$ cat config.mk
export PLATFORM = sky130hd
export DESIGN_NAME = lc3_mem_port
export DESIGN_NICKNAME = d
export VERILOG_FILES = /design/src/rtl/lc3_mem_pkg.sv /design/src/rtl/lc3_mem_port.sv
export SDC_FILE = /design/constraint.sdc
export NUM_CORES = 1
export LEC_CHECK = 0
export ABC_AREA = 1
export CORE_ASPECT_RATIO = 0.7
export CORE_UTILIZATION = 39
export CTS_CLUSTER_SIZE = 10
export DETAILED_ROUTE_END_ITERATION = 8
export PLACE_DENSITY = 0.91
export SYNTH_ARGS = -nofsm -noshare
export SYNTH_HDL_FRONTEND = slang
export SYNTH_SLANG_ARGS = --single-unit
$ cat constraint.sdc
create_clock -name clk -period 4.7 [get_ports clk]
set_input_delay 1.41 -clock clk [delete_from_list [all_inputs] [get_ports clk]]
set_output_delay 1.41 -clock clk [all_outputs]
set_load 0.05 [all_outputs]
$ cat src/rtl/lc3_mem_pkg.sv
// Shared types and defaults for the LC3 instruction/data memory model.
package lc3_mem_pkg;

  // Per-port access sequencing: accept, optional wait states, respond.
  typedef enum logic [1:0] {
    IDLE = 2'd0,
    WAIT = 2'd1,
    RESP = 2'd2
  } mem_state_e;

  localparam logic [15:0] DEF_BASE_ADDR = 16'h3000;
  localparam logic [15:0] DEF_FILL      = 16'h0000;
  localparam int          LAT_W         = 4;

endpackage

$ cat src/rtl/lc3_mem_port.sv
// One memory access port: request capture, wait-state counter, address
// decode and registered response. The array itself lives in the parent,
// which feeds back the word at the captured index through rdata.
module lc3_mem_port
  import lc3_mem_pkg::*;
#(
  parameter int                ADDR_W     = 16,
  parameter int                DATA_W     = 16,
  parameter int                DEPTH_LOG2 = 10,
  parameter logic [ADDR_W-1:0] BASE_ADDR  = DEF_BASE_ADDR,
  parameter int                LAT        = 0,
  parameter logic [DATA_W-1:0] FILL       = DEF_FILL,
  parameter bit                WR_EN      = 1'b1
) (
  input  logic                  clk,
  input  logic                  reset,
  input  logic                  req,
  input  logic                  hold,
  input  logic                  rd,
  input  logic [ADDR_W-1:0]     addr,
  input  logic [DATA_W-1:0]     din,
  input  logic [DATA_W-1:0]     rdata,
  output logic [DEPTH_LOG2-1:0] idx,
  output logic                  wr,
  output logic [DATA_W-1:0]     wdata,
  output logic                  resp,
  output logic                  mapped,
  output logic [DATA_W-1:0]     dout,
  output logic                  complete
);

  localparam logic [LAT_W-1:0] LAT_V = LAT_W'(LAT);

  mem_state_e            state;
  logic [LAT_W-1:0]      cnt;
  logic [ADDR_W-1:0]     off;
  logic                  in_win;
  logic                  take;
  logic [DEPTH_LOG2-1:0] cap_idx;
  logic                  cap_map;
  logic                  cap_rd;
  logic [DATA_W-1:0]     cap_din;

  // Offset wraps at ADDR_W bits, so addresses below the base land far out
  // of the window rather than going negative.
  assign off    = addr - BASE_ADDR;
  assign in_win = (off >> DEPTH_LOG2) == '0;
  assign take   = (state == IDLE) && req && !hold;

  // Latch the request fields on acceptance; they stay frozen until RESP.
  always_ff @(posedge clk) begin
    if (take) begin
      cap_idx <= off[DEPTH_LOG2-1:0];
      cap_map <= in_win;
      cap_rd  <= rd || !WR_EN;
      cap_din <= din;
    end
  end

  // Port sequencer with registered completion pulse and read data.
  always_ff @(posedge clk or posedge reset) begin
    if (reset) begin
      state    <= IDLE;
      cnt      <= '0;
      complete <= 1'b0;
      dout     <= '0;
    end else begin
      complete <= 1'b0;
      case (state)
        IDLE: begin
          if (take) begin
            cnt   <= LAT_V;
            state <= (LAT_V == '0) ? RESP : WAIT;
          end
        end
        WAIT: begin
          if (cnt <= LAT_W'(1)) state <= RESP;
          else                  cnt   <= cnt - LAT_W'(1);
        end
        RESP: begin
          complete <= 1'b1;
          if (cap_rd) dout <= cap_map ? rdata : FILL;
          state <= IDLE;
        end
        default: state <= IDLE;
      endcase
    end
  end

  assign idx    = cap_idx;
  assign wdata  = cap_din;
  assign resp   = (state == RESP);
  assign mapped = cap_map;
  assign wr     = WR_EN && (state == RESP) && !cap_rd && cap_map;

endmodule

==> metrics.yaml <==
setup_path:
  r2r_cells: 2
  cp_num_cells: 3
  setup.worst_path.end_class: "output port"
  r2r_start: "state[1]"
  slowest_delay_ps: 850
  crit_chain: "nand2_1 > nor2_1 > clkdlybuf4s50_1"
  worstPathMaxFanout: 18
  timing.rr.end: "wdata[1]"
  path_class: "register to output port"
  critPathLaunchType: "register"
  ff2ff_setup_slack_ps: 3320
  cp.required_ps: 3290
  crit_buf_inv: 1
  crit_start: "mapped"
  cpLargestDelayFamily: "buffers and inverters"
  cpMaxStageDelayCell: "clkdlybuf4s50_1"
  crit_end: "wr"
  arrival_ps: 2100
floorplan:
  io_pins: 99
  fp-row-count: 19
  die_h_um: 55.8
  dieArea_mm2: 0.00440
  initial_core_util_pct: 40.9
  die_x_um: 78.9
  coreArea_mm2: 0.00395
synthesis:
  synth_area_mm2: 0.00161
  ys.flop_type: "edfxtp_1"
  synth_top_cell_by_area: "edfxtp_1"
  synth_area_per_cell_um2: 14.5
  synth_nets: 164
  synth_edf_count: 28
  yosys_warnings: 0
  yosysMostFrequentCell: "nand2_1"
  synth_top_area_share_pct: 52.1
  async_reset_ff_share_pct: 39.1
  syn_inst: 111
  seq_area_frac_synth_pct: 80.1
  ys_types: 13
  synth_seq_cells: 46
  synth_commonest_cells: "35 x nand2_1, 28 x edfxtp_1, 18 x dfrtp_1"
  synth_area_leaders: "edfxtp_1 52%, dfrtp_1 28%, nand2_1 8.1%, o21ai_1 2.8%, o21ai_2 2.7%"
pwr:
  ir_drop_mv: 0.199
  power_leakage_nw: 1.03
  powerDensity_mw_per_mm2: 345
drt:
  first_pass_iters: 4
  routed_wl_um: 3890
  wl_per_cell_um: 14.7
  drt_iter0_drc: 39
  viasPerCell: 4.47
  drtAntennaViolNets: 0
  drc_errors: 0
  via_count: 1185
cts:
  ctsHoldBuffers: 0
  cts_setup_buffers: 0
  clockRootBuffer: "clkbuf_8"
  numCtsBuffers: 5
  cts_resized: 0
  htreeDepth: 2
  cts_tree: "yes"
  cts_sinks: 46
  clk_latency_ps: 300
  clkTransAtPathRegs_ps: 80
  clock_path_buffers: 2
placement:
  postPlaceCellArea_mm2: 0.00263
  dp_slack_ps: 1540
  io_buffers: 98
  hpwl_um: 3010
  gp_routability_congestion: 0.725
global_route:
  grt_usage_pct: 18.4
  grt_max_degree: 33
  antenna_found_initial: 0
  grt_pass1_wl_um: 5770
  grt_pass1_vias: 1152
  grt-ovfl-total: 0
cells_and_area:
  layout-drive-gt1-share_pct: 7.98
  fin_nets: 265
  antenna_cells: 0
  fillers: 312
  final_area_mm2: 0.00272
  area_growth_pct: 68.7
sta:
  setup_tns_ps: 0
  setup_viol: 0
  rsz0062_at_grt: "no"
  setup_ws_ps: 1190
  fin_worst_skew_ps: 5.49
  worst_pin_slew_ps: 689
  fin_crit_ps: 3510
  slew_violations: 0
  timing.final.hold_violations: 0
  slew_headroom_pct: 54.0
  period_share_pct: 74.7
  fmax_mhz: 285
hold_path:
  hp-class: "register to register"
run:
  maxCapViolCount: 0
status:
  outcome: "finished clean"
-- worst register-to-register path, stage by stage, from the launching register on --
cell and delay (ps):
dfrtp_1 460, nor3b_2 210, buf_4 370
-- report_power, final --
part / leakage [nW] / internal (mW) / switching (mW)
sequential: 0.501 / 0.458 / 0.0136
combinational: 0.486 / 0.0896 / 0.129
clock: 0.0472 / 0.118 / 0.131
-- layout by cell type, fill, tap and decap left out --
cell             count
nor3b_2              1
clkinv_2             1
o21ai_1              9
buf_4                1
nand2_1             35
edfxtp_1            28
dfrtp_1             18
o21ai_2              5
or2_2                1
clkbuf_8             6
inv_1                2
o21ai_0              2
nor2_1               3
nand2_2              1
clkinvlp_4           1
clkdlybuf4s50_1     98
nor3b_1              1
-- flip-flops by register name (all words and copies together) (netlist names) --
signal and count:
cap_rd 1, complete 1, dout 16, idx 10, mapped 1, state 1, wdata 16
-- routing by layer --
metal | vias up | track usage, % | wire, µm
met5 | - | 0 | 0
met4 | 0 | 10.1 | 110
met3 | 11 | 4.26 | 189
met2 | 47 | 32.9 | 2100
met1 | 550 | 20.1 | 1490
li1 | 577 | - | -
-- final cells by class --
type                    count  area [µm²]  share of cell area, %
multi-input cells          58         274                   10.1
inverters                   2        7.51                  0.276
clock buffers               6        82.6                   3.03
clock inverters             2        12.5                  0.460
repair buffers             99         988                   36.3
flip-flops and latches     46        1290                   47.4
well taps                  52        65.1                   2.39
-- stage by stage --
stage               hold WS (ps)  cells  utilization (%)  power, mW
CTS                          489    265             69.0      0.947
floorplan                    606    111                -      0.599
global placement             467    257             66.6      0.696
detailed placement           469    257             66.6      0.701
global route                 530    265             69.0      0.973
finish                       484    265             69.0      0.940
-- how the worst min path moves through the flow --
| stage | start | end | depth (start not counted) |
|---|---|---|---|
| 2_1_floorplan | cap_rd | dout[4] | 2 |
| 3_3_place_gp | dout[5] | dout[5] | 2 |
| 3_5_place_dp | dout[3] | dout[3] | 2 |
| 4_1_cts | dout[3] | dout[3] | 2 |
| 5_1_grt | dout[3] | dout[3] | 2 |
| 6_report | dout[3] | dout[3] | 2 |
-- cells by family after synthesis --
family          Yosys count  synth area share (%)
flops                    46                  80.1
compound gates           16                  6.13
buf+inv                   7                  3.26
simple gates             42                  10.6
No activity file was read; power rests on OpenSTA's default activity.
==> RTL edit 1, RTL diff (same flow settings) <==
`DEPTH_LOG2`: 10 -> 9.
--- a/src/rtl/lc3_mem_port.sv
+++ b/src/rtl/lc3_mem_port.sv
@@ -6,7 +6,7 @@
 #(
   parameter int                ADDR_W     = 16,
   parameter int                DATA_W     = 16,
-  parameter int                DEPTH_LOG2 = 10,
+  parameter int                DEPTH_LOG2 = 9,
   parameter logic [ADDR_W-1:0] BASE_ADDR  = DEF_BASE_ADDR,
   parameter int                LAT        = 0,
   parameter logic [DATA_W-1:0] FILL       = DEF_FILL,
Interface: changed (resized idx); port bits go from 99 to 98. The function was not compared with the original's and may differ.
==> RTL edit 1 against the original RTL <==
  * Sequential cell count down 1
  * Worst setup slack better by 0.31 ns
  * Routed wire length down 6.7%
  * Synthesized area up 0.54%
  * Total power up 1.7%
  * Cell count up 2.3%
  * First-iteration DRC count up 26%
  * Count of clock-buffer cells in the layout up 1
  * Design area up 0.97%
  * Largest cell class unchanged
==> RTL edit 1: results (changes against the original RTL) <==
| Metric | Value |
|---|---|
| Outcome | `finished clean` |
| Compound-Gate Fraction of Synth Area | `6.87% (+0.74 points)` |
| Max incr delay on CP | `0.81 ns (-0.04 ns)` |
| Vias in the first global route | `1165 (+1.1%)` |
| Gr usage total | `17.2% (-1.2 points)` |
| Peak supply drop | `0.172 mV (-13%)` |
| Clk_skew | `0.00925 ns (+0.00375 ns)` |
| Synth top area cells | `edfxtp_1, dfrtp_1, nand2_1, o21ai_1, o21ai_2` |
| Final wirelength | `3.63 mm (-6.7%)` |
| H-Tree Level Count | `2 (unchanged)` |
| Inst Count DP | `263 (+2.3%)` |
| Syn Nets | `171 (+4.3%)` |
| Net count, final | `272 (+2.6%)` |
| Crit path DAT | `1.79 ns (-0.31 ns)` |
| Synth async-reset ratio | `40.0% (+0.87 points)` |
| Post-CTS sizing | `0 (unchanged)` |
| Post-Synth Adder-Cell Area | `0.772% (+0.77 points)` |
| Port-buffer cells | `97 (-1.0%)` |
| DR WL/cell | `13.4 um (-8.8%)` |
| Pleak | `1.06 nW (+2.2%)` |
| Placer congestion estimate | `0.689 (-5.0%)` |
| EDFF count, synth | `27 (-3.6%)` |
| Measured slew at the worst slew-check pin | `0.656 ns (-0.0329 ns)` |
| Vias per std cell | `4.56 (+2.1%)` |
| Initial antenna violation count | `0 (unchanged)` |
| DRT iter0 DRCs | `49 (+26%)` |
| Fillers | `297 (-4.8%)` |
| Synth top cells by count | `nand2_1, edfxtp_1, dfrtp_1` |
| Post-Syn Area per Cell | `13.9 um^2 (-4.6%)` |
| Synth cell types | `15 (+2)` |
| Seq/Total Area, Yosys | `77.8% (-2.3 points)` |
==> RTL edit 1: cell count changes after synthesis, sizes merged <==
cell,unedited run,this run
o21ai,16,17
ha,0,1
nand2,36,37
inv,2,3
or2,1,0
edfxtp,28,27
o21a,0,1
nor2,3,5
nand3,0,1
==> RTL edit 1: worst max-delay path, delay by kind of cell (launching register included) <==
kind | cells | cell delay, ns
flip-flops | 1 | 0.32
buffers and inverters | 2 | 1.02
AND/OR/NAND/NOR | 2 | 0.17
==> RTL edit 1: final timing paths <==
| kind | end | cells after the start | startpoint | slack, ns |
|---|---|---|---|---|
| min in group asynchronous | complete$_DFF_PP0_ | 2 | reset | 1.51 |
| hold / removal | dout[8]$_DFFE_PP0P_ | 2 | dout[8]$_DFFE_PP0P_ | 0.49 |
| setup / recovery | wr | 4 | mapped$_DFFE_PP_ | 1.50 |
| setup reg to reg | mapped$_DFFE_PP_ | 2 | state[1]$_DFFE_PP0P_ | 3.33 |
| max in group asynchronous | dout[3]$_DFFE_PP0P_ | 2 | reset | 2.76 |
| hold reg to reg | dout[8]$_DFFE_PP0P_ | 2 | dout[8]$_DFFE_PP0P_ | 0.49 |
==> RTL edit 1: metal layers <==
metal  vias to the layer above  share of wire [%]  GRT usage [%]
li1                        598                  -              -
met5                         -                  0              0
met4                         0               0.63           6.23
met2                        57                 53           30.5
met3                         3                5.9           4.26
met1                       579                 41           20.0
==> RTL edit 1: cell families (layout without fill, tap and decap cells) <==
family | after synthesis | in the layout
flops | 45 | 45
fa+ha+maj | 1 | 1
compound gates | 18 | 18
buf+inv | 8 | 110
simple gates | 45 | 45
==> RTL edit 1: final cells by class <==
| class | count | share of cell area (%) |
|---|---|---|
| Sequential cell | 45 | 45.9 |
| Timing Repair Buffer | 99 | 35.9 |
| Multi-Input combinational cell | 64 | 11.2 |
| Clock buffer | 7 | 3.92 |
| Tap cell | 52 | 2.37 |
| Inverter | 3 | 0.410 |
| Clock inverter | 1 | 0.273 |
==> RTL edit 1: report_power, final <==
part	internal, mW	switching (mW)	total, mW
combinational	0.0896	0.129	0.218
clock	0.151	0.127	0.278
sequential	0.447	0.0119	0.459
total	0.688	0.268	0.956
==> RTL edit 1: per-stage QoR <==
step / power (mW) / setup slack (ns) / instance area (um^2) / utilization, % / hold slack (ns)
after detailed placement: 0.687 / 1.80 / 2630 / 66.7 / 0.473
after floorplan: 0.586 / 0.818 / 1620 / - / 0.606
final: 0.956 / 1.50 / 2750 / 69.6 / 0.487
after global routing: 0.991 / 1.42 / 2750 / 69.6 / 0.498
after global placement: 0.682 / 1.80 / 2630 / 66.7 / 0.464
after CTS: 0.964 / 1.48 / 2750 / 69.6 / 0.491
==> RTL edit 2, RTL diff (same flow settings) <==
Made on the original files. Re-encode `mem_state_e` (3 states) as one-hot, 3 bits wide.
--- a/src/rtl/lc3_mem_pkg.sv
+++ b/src/rtl/lc3_mem_pkg.sv
@@ -2,10 +2,10 @@
 package lc3_mem_pkg;
 
   // Per-port access sequencing: accept, optional wait states, respond.
-  typedef enum logic [1:0] {
-    IDLE = 2'd0,
-    WAIT = 2'd1,
-    RESP = 2'd2
+  typedef enum logic [2:0] {
+    IDLE = 3'b001,
+    WAIT = 3'b010,
+    RESP = 3'b100
   } mem_state_e;
 
   localparam logic [15:0] DEF_BASE_ADDR = 16'h3000;
Formal check against the unedited RTL: same outputs for any inputs over 10 cycles, from zero or initial values and one cycle with reset high; not proved beyond that.
==> RTL edit 2 against the original RTL <==
  * Design area rose by 4.9%
  * Worst setup slack improved by 0.048 ns
  * Combinational power rose by 67%
  * Routed wire length rose by 4.3%
  * Sequential cell count rose by 1
  * Synthesized area rose by 8.9%
  * Total power rose by 20%
  * Via count rose by 14%
  * Largest cell class unchanged
==> RTL edit 2: results (changes against the original RTL) <==
| Metric | Value |
|---|---|
| Hold path startpoint | `dout[12]$_DFFE_PP0P_` |
| Worst Setup SP | `state[2]$_DFFE_PP0P_` |
| Synth top cells by count | `nand2_1, edfxtp_1, dfrtp_1, inv_1, nand3_1` |
| Syn Nets | `201 (+23%)` |
| Final WS setup | `1.24 ns (+0.0477 ns)` |
| Vias in the first global route | `1334 (+16%)` |
| WHS Endpoint | `dout[12]$_DFFE_PP0P_` |
| DR WL/cell | `13.4 um (-8.8%)` |
| GRT met2 Usage | `31.8% (-1.2 points)` |
| DR WL met2 | `2.16 mm (+2.8%)` |
| Max_slew headroom | `28.2% (-26 points)` |
| First-pass GRT wire length | `6.47 mm (+12%)` |
| Max incr delay on CP | `0.81 ns (-0.04 ns)` |
| GR Layer Usage met3 | `6.46% (+2.2 points)` |
| Crit Path Max Fanout | `19 (+1)` |
| Crit path DAT | `2.05 ns (-0.05 ns)` |
| Inst Count DP | `295 (+15%)` |
| DRT iter0 DRCs | `142 (+260%)` |
| Clk_skew | `0.00769 ns (+0.00220 ns)` |
| P_int | `0.743 mW (+12%)` |
| Peak supply drop | `0.228 mV (+15%)` |
| Met1 Use GR | `23.6% (+3.6 points)` |
| Seq/Total Area, Yosys | `75.0% (-5.1 points)` |
| Outcome | `finished clean` |
| Total placed instance area | `2760 um^2 (+5.2%)` |
| Layout cells sized above 1 | `4.84% (-3.1 points)` |
| R2R Setup Slk | `2.81 ns (-0.51 ns)` |
| Comb. pwr | `0.365 mW (+67%)` |
## RTL edit 2: changes by cell type after synthesis, moves of 2 or more
cell,unedited run,this run
o21ai_0,2,0
nand2_1,35,49
nor3b_1,2,0
o21ai_1,9,0
buf_2,0,2
inv_1,2,18
nand3_1,0,18
inv_2,0,2
o21ai_2,5,0
## RTL edit 2: cells by family after synthesis
group                  count (synthesis)  synth area share, %
buffers and inverters                 27                 6.98
and+or+nand+nor                       74                 18.0
DFF                                   47                 75.0
## RTL edit 2: final cells by class
class | count | area [um^2]
repair buffers | 98 | 981
clock buffers | 7 | 86.3
inverters | 21 | 78.8
well taps | 55 | 68.8
flip-flops and latches | 47 | 1320
fillers | 342 | 1480
clock inverters | 1 | 5.00
multi-input cells | 74 | 317
## RTL edit 2: worst reg2reg max path: cells and delay by family, from the launching register on
family | cells | cell delay, ns
AND/OR/NAND/NOR | 1 | 0.12
flip-flops | 1 | 0.58
buffers and inverters | 1 | 0.80
